## src/rtl/emif_tx_reg.sv

```systemverilog
// EMIF read-side responder: synchronizes DSP read strobes, fetches a register-file word
// and drives one 16-bit half onto the pad bus. Optional feature macro: EMIF_TX_SHADOW_EN.
module emif_tx_reg #(
    parameter int WIDTH      = 16,
    parameter int ADDR_WIDTH = 8,
    parameter int SYNC_STEPS = 2
) (
    input  logic                    clk_i,
    input  logic                    rst_n_i,
    input  logic                    emif_cs_n_i,
    input  logic                    emif_oe_n_i,
    input  logic [ADDR_WIDTH-1:0]   emif_addr_i,
    output logic                    rd_en_o,
    output logic [ADDR_WIDTH-2:0]   rd_addr_o,
    input  logic [2*WIDTH-1:0]      rd_data_i,
    output logic [WIDTH-1:0]        data_o,
    output logic                    data_oe_o,
    output logic                    busy_o
);

    typedef enum logic [2:0] {
        S_IDLE,
        S_FETCH,
        S_CAPTURE,
        S_DRIVE,
        S_RELEASE
    } state_t;

    state_t                  r_state;
    state_t                  w_state_nxt;

    logic [SYNC_STEPS-1:0]   r_cs_sync;
    logic [SYNC_STEPS-1:0]   r_oe_sync;
    logic [ADDR_WIDTH-1:0]   r_addr_sync [SYNC_STEPS];

    logic                    r_rd_en;
    logic [ADDR_WIDTH-2:0]   r_rd_addr;
    logic                    r_half;
    logic [WIDTH-1:0]        r_data;
    logic                    r_data_oe;

    logic                    w_cs_s;
    logic                    w_oe_s;
    logic [ADDR_WIDTH-1:0]   w_addr_s;
    logic                    w_strobe;
    logic                    w_latch;
    logic                    w_fetch;
    logic                    w_capture;
    logic                    w_release;
    logic [WIDTH-1:0]        w_cap_data;

    // Strobes idle high after reset so no access is seen until the pins really go low.
    always_ff @(posedge clk_i) begin
        if (!rst_n_i) begin
            r_cs_sync <= '1;
            r_oe_sync <= '1;
            // NOTE: a small flop array like this synchronizer chain may be reset in a loop; large RAM-style arrays should not be.
            for (int i = 0; i < SYNC_STEPS; i++) r_addr_sync[i] <= '0;
        end else begin
            // NOTE: non-blocking assignments make every stage sample the previous stage's old value, forming a true shift chain.
            r_cs_sync      <= {r_cs_sync[SYNC_STEPS-2:0], emif_cs_n_i};
            r_oe_sync      <= {r_oe_sync[SYNC_STEPS-2:0], emif_oe_n_i};
            r_addr_sync[0] <= emif_addr_i;
            for (int i = 1; i < SYNC_STEPS; i++) r_addr_sync[i] <= r_addr_sync[i-1];
        end
    end

    assign w_cs_s   = r_cs_sync[SYNC_STEPS-1];
    assign w_oe_s   = r_oe_sync[SYNC_STEPS-1];
    assign w_addr_s = r_addr_sync[SYNC_STEPS-1];
    assign w_strobe = !w_cs_s && !w_oe_s;

    always_ff @(posedge clk_i) begin
        if (!rst_n_i) r_state <= S_IDLE;
        else          r_state <= w_state_nxt;
    end

    always_comb begin
        // NOTE: defaulting the next state first keeps this block free of inferred latches.
        w_state_nxt = r_state;
        unique case (r_state)
            S_IDLE:    if (w_strobe) w_state_nxt = S_FETCH;
            S_FETCH:   w_state_nxt = S_CAPTURE;
            S_CAPTURE: w_state_nxt = S_DRIVE;
            S_DRIVE:   if (w_cs_s || w_oe_s) w_state_nxt = S_RELEASE;
            S_RELEASE: w_state_nxt = S_IDLE;
            default:   w_state_nxt = S_IDLE;
        endcase
    end

    always_comb begin
        w_latch   = (r_state == S_IDLE) && w_strobe;
        w_fetch   = (r_state == S_FETCH);
        w_capture = (r_state == S_CAPTURE);
        w_release = (r_state == S_RELEASE);
        busy_o    = (r_state != S_IDLE);
    end

`ifdef EMIF_TX_SHADOW_EN
    logic [WIDTH-1:0] r_shadow;

    // Low-half reads snapshot the upper half so a following high-half read is coherent.
    always_ff @(posedge clk_i) begin
        if (!rst_n_i)                  r_shadow <= '0;
        else if (w_capture && !r_half) r_shadow <= rd_data_i[2*WIDTH-1:WIDTH];
    end

    assign w_cap_data = r_half ? r_shadow : rd_data_i[WIDTH-1:0];
`else
    assign w_cap_data = r_half ? rd_data_i[2*WIDTH-1:WIDTH] : rd_data_i[WIDTH-1:0];
`endif

    always_ff @(posedge clk_i) begin
        if (!rst_n_i) begin
            r_rd_en   <= 1'b0;
            r_rd_addr <= '0;
            r_half    <= 1'b0;
            r_data    <= '0;
            r_data_oe <= 1'b0;
        end else begin
            r_rd_en <= w_fetch;
            if (w_latch) {r_rd_addr, r_half} <= w_addr_s;
            if (w_capture) begin
                r_data    <= w_cap_data;
                r_data_oe <= 1'b1;
            end else if (w_release) begin
                r_data_oe <= 1'b0;
            end
        end
    end

    assign rd_en_o   = r_rd_en;
    assign rd_addr_o = r_rd_addr;
    assign data_o    = r_data;
    assign data_oe_o = r_data_oe;

endmodule

```

## config.mk

```make
export PLATFORM = sky130hd
export DESIGN_NAME = emif_tx_reg
export DESIGN_NICKNAME = d
export VERILOG_FILES = /design/src/rtl/emif_tx_reg.sv
export SDC_FILE = /design/constraint.sdc
export NUM_CORES = 1
export LEC_CHECK = 0
export CAP_MARGIN = 20
export CORE_UTILIZATION = 35
export DETAILED_ROUTE_END_ITERATION = 10
export PLACE_DENSITY = 0.76
export SETUP_SLACK_MARGIN = 0.05
export SYNTH_ARGS = -nofsm -noshare
export SYNTH_HDL_FRONTEND = slang
export SYNTH_SLANG_ARGS = --single-unit
export TNS_END_PERCENT = 10
```

## constraint.sdc

```tcl
create_clock -name clk_i -period 2.5 [get_ports clk_i]
set_input_delay 0.5 -clock clk_i [delete_from_list [all_inputs] [get_ports clk_i]]
set_output_delay 0.5 -clock clk_i [all_outputs]
set_load 0.01 [all_outputs]
```

==> out/qor.txt <==
FLOORPLAN
-----------------------------------------------------------------------------------------------
Effective utilization at floorplan                                                        0.372
Die area                                                                             5450 sq um
Core Area                                                                            4850 sq um
Row cnt                                                                                      25
IO Count                                                                                     70
Floorplan die height                                                                    73.8 um
DIE WIDTH                                                                               73.8 um

LOGIC SYNTHESIS
-----------------------------------------------------------------------------------------------
Top-count cell post-synth                                                          sky130_fd_sc_hd__dfxtp_1
Post-synthesis instance total                                                               170
Synth area leaders                                                                 sky130_fd_sc_hd__dfxtp_1, sky130_fd_sc_hd__mux2i_1, sky130_fd_sc_hd__o211a_1, sky130_fd_sc_hd__nand2_1, sky130_fd_sc_hd__and2_1
Count of distinct cell types in the synthesized netlist                                      21
Yosys warnings                                                                                0
Share of synthesized registers carrying an async set or reset                                 0
#FFs+latches synth                                                                           49
Net count after synthesis                                                                   214
Biggest area consumer among synthesized cells                                      sky130_fd_sc_hd__dfxtp_1
Leading register cell type out of synthesis                                        sky130_fd_sc_hd__dfxtp_1
Leading post-synthesis cells by instance count                                     sky130_fd_sc_hd__dfxtp_1, sky130_fd_sc_hd__nand2_1, sky130_fd_sc_hd__mux2i_1
Synth Area per Inst                                                                  10.6 sq um
Number of enable-type register cells in the synthesized netlist                               0
Fraction of synthesized cell area taken by the top area cell type                         0.544
Cell area after technology mapping                                                   1800 sq um
Sequential share of the synthesized area                                                  0.544

GLOBAL ROUTING
-----------------------------------------------------------------------------------------------
Antenna violations before repair                                                              0
Remaining global-route overflow                                                               0
Vias in the first global route                                                             1278
Total routing resource utilization after global routing                                   0.131
Pin count of the biggest net entering global routing                                         54
First-pass GRT wire length                                                              5350 um

POWER
-----------------------------------------------------------------------------------------------
Peak VDD IR                                                                          0.000273 V
Portion of total power attributed to the clock network                                    0.341
Pleak                                                                                   1.11 nW
Final Total Pwr                                                                         1.43 mW
Part of the total power dissipated in sequential elements                                 0.567
Pwr per Cell Area                                                                   538 nW/um^2
Switching share of power                                                                  0.214
Pint                                                                                    1.12 mW
Switching power                                                                        0.306 mW
Comb power frac                                                                           0.092

STA
-----------------------------------------------------------------------------------------------
Total Neg Setup Slack                                                                      0 ps
Number of failing hold endpoints at the final stage                                           0
Total setup violations reported at the end of the flow                                        0
Worst-case clock skew                                                                   8.59 ps
Worst slew slack as a fraction of its limit                                               0.671
Maximum clock rate                                                                      470 MHz
RSZ-0062 raised after global routing                                                         no
Slew at the pin with the worst max-slew slack                                            493 ps
Period minus WS final                                                                   2130 ps
Share of the cycle needed by the critical path after routing                              0.851
Pins over their slew limit                                                                    0

SETUP PATH
-----------------------------------------------------------------------------------------------
Crit path required time                                                                 2000 ps
Critical path endpoint category                                                     output port
Data arrival, critical path                                                             1630 ps
Startpoint type of the worst setup path                                                register
Critical Setup Path Class                                                          register to output port
Maximum fanout count along the critical path                                                  8

CELLS AND AREA
-----------------------------------------------------------------------------------------------
Area used by sequential logic in the layout                                           981 sq um
Area growth syn-to-layout                                                                 46.9%
Post-Route Utilization                                                                    0.547
Area taken by multi-input logic gates                                                 772 sq um
Fill count                                                                                  441
Antenna Cells                                                                                 0
Proportion of layout cells with a drive suffix above 1                                   0.0669
Net count of the finished layout                                                            282

CTS
-----------------------------------------------------------------------------------------------
H-tree level count                                                                            2
Clock input transition at the sequential cells of the worst setup and hold paths          90 ps
# resized after CTS                                                                           0
Number of buffers on the longest clock path                                                   2
Total CTS buffers                                                                             5
Postcts setup bufs                                                                            0
CTS tree                                                                                    yes
Total number of clock tree sinks                                                             49
Clock latency at the later pin of the worst-skew pair                                    290 ps
Root buf cell                                                                      sky130_fd_sc_hd__clkbuf_8
Total of hold buffers inserted after clock tree synthesis                                     0

DETAILED ROUTING
-----------------------------------------------------------------------------------------------
Final Routed Wirelength                                                                 3390 um
Number of antenna-violating nets in the routed design                                         0
Number of iterations in the first detailed-routing pass                                       4
Drt drc                                                                                       0
Number of vias in the routed layout                                                        1336
Via density                                                                                4.37
Detailed-route wire length per cell                                                     11.1 um
Initial drt markers                                                                          58

JOB
-----------------------------------------------------------------------------------------------
Max-Cap Viols                                                                                 0

RUN STATUS
-----------------------------------------------------------------------------------------------
Run status                                                                         finished, final reports clean

PLACE
-----------------------------------------------------------------------------------------------
Routability-driven placement congestion ratio                                             0.785
Sum of net half-perimeters after detailed placement                                     2360 um
Port-buffer cells                                                                            69

HOLD PATH
-----------------------------------------------------------------------------------------------
Path type of the worst min-delay path                                              register to register

==> placed cells by master (no fill, tap or decap) <==
master                            count
sky130_fd_sc_hd__o21ai_0              3
sky130_fd_sc_hd__clkinvlp_4           1
sky130_fd_sc_hd__inv_6                1
sky130_fd_sc_hd__clkbuf_8             6
sky130_fd_sc_hd__nor2_1               2
sky130_fd_sc_hd__nor3b_4              1
sky130_fd_sc_hd__maj3_1               1
sky130_fd_sc_hd__nand2b_1             4
sky130_fd_sc_hd__inv_1                2
sky130_fd_sc_hd__nor2b_1              2
sky130_fd_sc_hd__a21boi_0             1
sky130_fd_sc_hd__nand2_1             33
sky130_fd_sc_hd__a31oi_1              1
sky130_fd_sc_hd__dfxtp_1             49
sky130_fd_sc_hd__clkdlybuf4s50_1     68
sky130_fd_sc_hd__and2_1              16
sky130_fd_sc_hd__buf_4                3
sky130_fd_sc_hd__nor2_8               1
sky130_fd_sc_hd__o211a_1             16
sky130_fd_sc_hd__nor3b_1              1
sky130_fd_sc_hd__or3_4                1
sky130_fd_sc_hd__buf_2                1
sky130_fd_sc_hd__or2_2                1
sky130_fd_sc_hd__mux2i_1             24
==> path summary, 6_finish.rpt <==
path / depth (start not counted) / to / from / slack, ps
worst max register to register: 4 / data_o[11]$_SDFFE_PN0N_ / r_half$_SDFFE_PN0P_ / 1050
worst min-delay path: 1 / r_cs_sync[1]$_SDFF_PN1_ / r_cs_sync[0]$_SDFF_PN1_ / 420
worst max-delay path: 2 / busy_o / r_state[0]$_SDFFE_PN0P_ / 370
worst min register to register: 1 / r_cs_sync[1]$_SDFF_PN1_ / r_cs_sync[0]$_SDFF_PN1_ / 420
==> cells by family after synthesis <==
| family | count (synthesis) | synth area share |
|---|---|---|
| AO/OA/AOI/OAI | 21 | 0.105 |
| adder cells (fa/ha/maj) | 1 | 0.00555 |
| buffers and inverters | 13 | 0.0319 |
| flip-flops | 49 | 0.544 |
| multiplexers | 24 | 0.133 |
| AND/OR/NAND/NOR | 62 | 0.181 |
==> final cells by class <==
cell class	count	share of cell area
Clock buffer	6	0.0311
Sequential cell	49	0.370
Tap cell	67	0.0316
Timing Repair Buffer	72	0.267
Clock inverter	2	0.00613
Multi-Input combinational cell	108	0.291
Inverter	2	0.00283
==> layer usage <==
layer | GRT usage | up-vias | wire (um)
met3 | 0.0631 | 6 | 223
met2 | 0.214 | 39 | 1650
met5 | 0 | - | 0
met1 | 0.149 | 590 | 1480
met4 | 0.0491 | 0 | 42
li1 | - | 701 | -
==> power by group through the flow <==
stage                     clock (mW)  combinational, mW  sequential, mW
after CTS                      0.504              0.133           0.809
after global placement             0              0.131           0.826
after floorplan                    0             0.0434           0.829
after detailed placement           0              0.132           0.827
final                          0.486              0.131           0.809
after global routing           0.546              0.142           0.812
==> flip-flops by register name (all words and copies together) (netlist names) <==
signal	cells
r_state	3
data_oe_o	1
r_addr_sync	16
data_o	16
rd_addr_o	7
r_half	1
rd_en_o	1
r_cs_sync	2
r_oe_sync	2
==> critical path, stage by stage, from the launching register on <==
cell,delay (ps)
sky130_fd_sc_hd__dfxtp_1,390
sky130_fd_sc_hd__or3_4,450
sky130_fd_sc_hd__clkdlybuf4s50_1,490
==> through the flow <==
stage	hold slack [ps]	cell area [sq um]	instances	setup slack, ps
5_1_grt	433	2650	306	308
3_5_place_dp	397	2550	298	687
3_3_place_gp	390	2550	298	700
2_1_floorplan	386	1800	170	1210
4_1_cts	420	2650	306	360
6_report	421	2650	306	373
Note: power is estimated with default switching activity, not from simulation.
